### config.mk
export PLATFORM = sky130hd
export DESIGN_NAME = hazard_ctrl
export DESIGN_NICKNAME = d
export VERILOG_FILES = /design/src/rtl/common.sv /design/src/rtl/pipes.sv /design/src/rtl/sat_counter.sv /design/src/rtl/hazard_ctrl.sv
export SDC_FILE = /design/constraint.sdc
export NUM_CORES = 1
export LEC_CHECK = 0
export ABC_AREA = 1
export CORE_ASPECT_RATIO = 0.6
export CORE_MARGIN = 2
export CORE_UTILIZATION = 30
export CTS_BUF_LIST = sky130_fd_sc_hd__clkbuf_4
export DETAILED_ROUTE_END_ITERATION = 10
export GPL_TIMING_DRIVEN = 0
export PLACE_DENSITY = 0.52
export SLEW_MARGIN = 20
export SYNTH_ARGS = -nofsm -noshare
export SYNTH_HDL_FRONTEND = slang
export SYNTH_SLANG_ARGS = --single-unit
export TNS_END_PERCENT = 100
### constraint.sdc
create_clock -name clk -period 9.56 [get_ports clk]
set_input_delay 1.912 -clock clk [delete_from_list [all_inputs] [get_ports clk]]
set_output_delay 1.912 -clock clk [all_outputs]
set_load 0.05 [all_outputs]
### src/rtl/common.sv
// Core-wide widths and basic types shared by every pipeline block.
package common;
   localparam int XLEN        = 64;
   localparam int STALL_CNT_W = 32;

   typedef logic [XLEN-1:0] word_t;
endpackage : common

### src/rtl/pipes.sv
// Pipeline-control types shared between the stage registers and their controllers.
package pipes;
   // RUN: normal issue. KILL: waiting out a stale fetch after a redirect.
   typedef enum logic {
      RUN  = 1'b0,
      KILL = 1'b1
   } hz_state_t;
endpackage : pipes

### src/rtl/sat_counter.sv
// Up-counter that sticks at all-ones instead of wrapping.
module sat_counter #(
   parameter int WIDTH = 32
) (
   input  logic             clk,
   input  logic             reset,
   input  logic             inc,
   output logic [WIDTH-1:0] count
);

   logic [WIDTH-1:0] count_q;
   logic [WIDTH-1:0] count_d;

   // NOTE: default first so every path assigns count_d and no latch is inferred.
   always_comb begin
      count_d = count_q;
      if (inc && (count_q != '1)) count_d = count_q + WIDTH'(1);
   end

   // NOTE: sequential state uses non-blocking assignments only.
   always_ff @(posedge clk or posedge reset) begin
      if (reset) count_q <= '0;
      else       count_q <= count_d;
   end

   assign count = count_q;

endmodule : sat_counter

### src/rtl/hazard_ctrl.sv
// Five-stage pipeline hazard controller: stage holds/bubbles, PC load control,
// and the redirect-while-fetch-busy kill sequence.
module hazard_ctrl
   import common::*;
   import pipes::*;
(
   input  logic                   clk,
   input  logic                   reset,
   input  logic                   bubble_a,
   input  logic                   bubble_b,
   input  logic                   i_busy,
   input  logic                   d_busy,
   input  logic                   ex_busy,
   input  logic                   redirect,
   input  word_t                  redirect_pc,
   output logic                   stall_f,
   output logic                   stall_d,
   output logic                   stall_e,
   output logic                   stall_m,
   output logic                   flush_d,
   output logic                   flush_e,
   output logic                   flush_m,
   output logic                   flush_w,
   output logic                   pc_we,
   output logic                   pc_redir,
   output word_t                  pc_target,
   output logic                   drop_fetch,
   output logic [STALL_CNT_W-1:0] stall_cycles
);

   hz_state_t state_q, state_d;
   word_t     pend_pc_q, pend_pc_d;

   logic g, b, r, kill;

   // A stall from M or E freezes everything younger, so it masks bubbles and redirects.
   assign g    = d_busy | ex_busy;
   assign b    = (bubble_a | bubble_b) & ~g;
   assign kill = (state_q == KILL);
   assign r    = redirect & ~g & ~kill;

   assign stall_m    = d_busy;
   assign flush_w    = d_busy;
   assign stall_e    = g;
   assign flush_m    = ex_busy & ~d_busy;
   // A redirect wins over a bubble: the younger instruction is wrong-path anyway.
   assign stall_d    = g | (b & ~r);
   assign flush_e    = ~g & (r | b);
   assign flush_d    = ~stall_d & (r | kill | i_busy);
   assign stall_f    = g | i_busy | (b & ~r) | kill;
   assign drop_fetch = kill;

   always_comb begin
      state_d   = state_q;
      pend_pc_d = pend_pc_q;
      pc_we     = 1'b0;
      pc_redir  = 1'b0;
      pc_target = pend_pc_q;
      unique case (state_q)
         RUN: begin
            if (r && !i_busy) begin
               pc_we     = 1'b1;
               pc_redir  = 1'b1;
               pc_target = redirect_pc;
            end else if (r) begin
               pend_pc_d = redirect_pc;
               state_d   = KILL;
            end else begin
               pc_we = ~stall_f;
            end
         end
         KILL: begin
            // The stale word returns this cycle and is dropped; load the target even under g.
            if (!i_busy) begin
               pc_we    = 1'b1;
               pc_redir = 1'b1;
               state_d  = RUN;
            end
         end
         default: state_d = RUN;
      endcase
   end

   // NOTE: pend_pc is a plain register, not a memory, so it is reset with the FSM.
   always_ff @(posedge clk or posedge reset) begin
      if (reset) begin
         state_q   <= RUN;
         pend_pc_q <= '0;
      end else begin
         state_q   <= state_d;
         pend_pc_q <= pend_pc_d;
      end
   end

   sat_counter #(.WIDTH(STALL_CNT_W)) u_stall_cnt (
      .clk   (clk),
      .reset (reset),
      .inc   (stall_f),
      .count (stall_cycles)
   );

endmodule : hazard_ctrl

==> impl_metrics.tcl, run 1 <==
set metrics [dict create \
    rsz0062_at_grt "no" \
    avgSynthCellArea_sq_um 6.96 \
    layout_setup_ws_ps 3080 \
    vias 5466 \
    place_area_sq_um 7570 \
    hpwl_mm 14.0 \
    drive_above_1_share 0.0613 \
    initial_core_util 0.305 \
    grt_usage 0.189 \
    finalMaxSlewViolations 0 \
    final_cells 1219 \
    yosysTopAreaCellShare 0.445 \
    worstSetupPathType "in -> out" \
    skew_ps 17.3 \
    hold_buffers 0 \
    worstMarginPinSlew_ps 562 \
    critPathCaptureType "output port" \
    place_congestion 0.910 \
    row_count 38 \
    clock_latency_ps 470 \
    slowest_delay_ps 860 \
    final.min_clock_period_ps 6480 \
    coreArea_sq_um 17900 \
    wl_mm 18.2 \
    layout_common_cells "nand2_1 (304), clkdlybuf4s50_1 (178), o21ai_0 (134)" \
    crit_slowest_cell "clkdlybuf4s50_1" \
    ys_warn_count 0 \
    drtIter0Drc 438 \
    yosys.cell_types.count 25 \
    max_slew_margin 0.624 \
    power_leakage_nw 3.38 \
    period_share 0.678 \
    cts_tree "built" \
    antenna_found_initial 1 \
    yosys-top-cells-area "dfrtp_1 (44%), nand2_1 (21%), o21ai_0 (12%)" \
    vdd_drop_max_mv 0.0790 \
    clockRootBuffer "clkbuf_4" \
    post-route-util 0.429 \
    tns_ps 0 \
    clkTransAtPathRegs_ps 170 \
    synth_area_sq_um 5460 \
    wl_per_cell_um 15.0 \
    seq_area_sq_um 2430 \
    synth_top_area_cell "dfrtp_1" \
    drc 0 \
    overflow 0 \
    outcome "finished clean" \
    port_buffers 178 \
    cp_top_family "buffers and inverters" \
    cp_num_buf_inv 4 \
    htreeDepth 3 \
    worstHoldPathType "reg -> reg" \
    path_cells "clkdlybuf4s50_1 > nor2_1 > nand3_2 > nor2_1 > buf_2 > buf_2 > nand2_1 > o21ai_0 > clkdlybuf4s50_1" \
    grt_pass1_vias 4977 \
    ys_seq_elements 97 \
    clockBufferDepth 2 \
    die_area_sq_um 19300 \
    gr-usage-met1 0.296 \
    dp_worst_setup_slack_ps 3130 \
    multi_input_area_sq_um 2460 \
    ant_nets 0 \
    post-cts-setup-buffer-count 0 \
    arrival_ps 4570 \
    p_total_mw 1.41 \
    synth-seq-area-share 0.445 \
    setup_viol 0 \
    num-fill-cells 1884 \
    synthesis.nets 857 \
    cts_buffers 9 \
    via_per_inst 4.48 \
    dp_cells 1203 \
    grt_pass1_wl_mm 27.9 \
    design_area_sq_um 7690 \
    met2_usage 0.255 \
    drv_cap 0 \
    finalHoldViolations 0 \
    die_w_um 178 \
    busiest_layer "met1" \
    final_common_cell "nand2_1" \
    layout.nets 1047 \
    use_met3 0.0517 \
    post_cts_resized 0 \
    crit_fanout 10 \
    drt_pass1_iterations 4 \
    area_growth_pct 40.8 \
    fp.dieH_um 108 \
    synthCells 784 \
    critPathLaunchType "primary input" \
    cp.required_ps 7650 \
    ios 179 \
    clock-sinks 97 \
    whs_ps 550 \
    power_density_nw_per_um2 183 \
    grt_max_degree 68 \
    timing.fmax_mhz 154 \
]
cell families (layout without fill, tap and decap cells):
logic type	after synthesis	after routing	share of synthesized area
compound gates	137	137	0.126
xor+xnor	13	13	0.0209
buf+inv	133	327	0.105
flops	97	97	0.445
simple gates	403	403	0.302
fa+ha+maj	1	1	0.00229
other cells	0	1	0
sequential cells by signal, indices dropped and copies added, names as in the netlist:
signal / flops
pend_pc_q: 64
drop_fetch: 1
u_stall_cnt.count: 32
cell usage after synthesis (all sizes together):
cell type,count
dfrtp,97
ha,1
nand2,320
a21oi,2
buf,23
clkbuf,12
nand3,19
nand4,4
nor2,60
xor2,8
o21ai,135
xnor2,5
inv,98
final cells by class:
type                       instances  share of cell area
sequential                        97               0.316
clock inverter                     6             0.00570
antenna                            1            0.000326
buffer                            35              0.0260
inverter                          98              0.0492
tap                              240              0.0391
multi-input combinational        554               0.320
clock buffer                       9             0.00879
timing repair buffer             179               0.235
power breakdown:
part	leakage, nW	switching, mW	internal (mW)
Sequential	1.23	0.0427	0.485
Clock	0.0525	0.151	0.0530
Combinational	2.10	0.451	0.224
Total	3.38	0.644	0.762
path summary, 6_finish.rpt:
kind                                                   from                                end  slack (ps)  depth (start not counted)
setup reg to reg           u_stall_cnt.count[0]$_DFFE_PP0P_  u_stall_cnt.count[23]$_DFFE_PP0P_        7470                         11
setup / recovery                                     d_busy                      pc_target[51]        3080                          9
hold reg to reg                   pend_pc_q[10]$_DFFE_PP0P_          pend_pc_q[10]$_DFFE_PP0P_         550                          2
min in group asynchronous                             reset          pend_pc_q[50]$_DFFE_PP0P_        1770                          2
hold / removal                    pend_pc_q[10]$_DFFE_PP0P_          pend_pc_q[10]$_DFFE_PP0P_         550                          2
max in group asynchronous                             reset  u_stall_cnt.count[23]$_DFFE_PP0P_        7130                          3
tightest hold or removal path: cells and delay by family, from the launching register on:
family / cells / cell delay (ps)
buf+inv: 1 / 60
compound gates: 1 / 80
flops: 1 / 400
metal layers:
layer	wire [um]	part of all wire	up-vias
met2	7250	0.40	157
met5	0	0	-
li1	-	-	2799
met4	144	0.0079	0
met1	9510	0.52	2498
met3	1330	0.073	12
Power figures use the tool's default switching activity.
==> inputs of run 2 (changes only) <==
- clock period: 9.56 -> 6.7 ns (I/O delays scaled with it)
==> results of run 2 <==
Same layout as run 1 (identical final DEF). Status: finished clean.
Among the figures that moved: setup slack after placement 3130 ps -> 1410 ps; setup slack after layout 3080 ps -> 1360 ps; register-to-register setup slack 7470 ps -> 4610 ps; total power 1.41 mW -> 2.01 mW; worst IR drop on VDD 0.0790 mV -> 0.113 mV
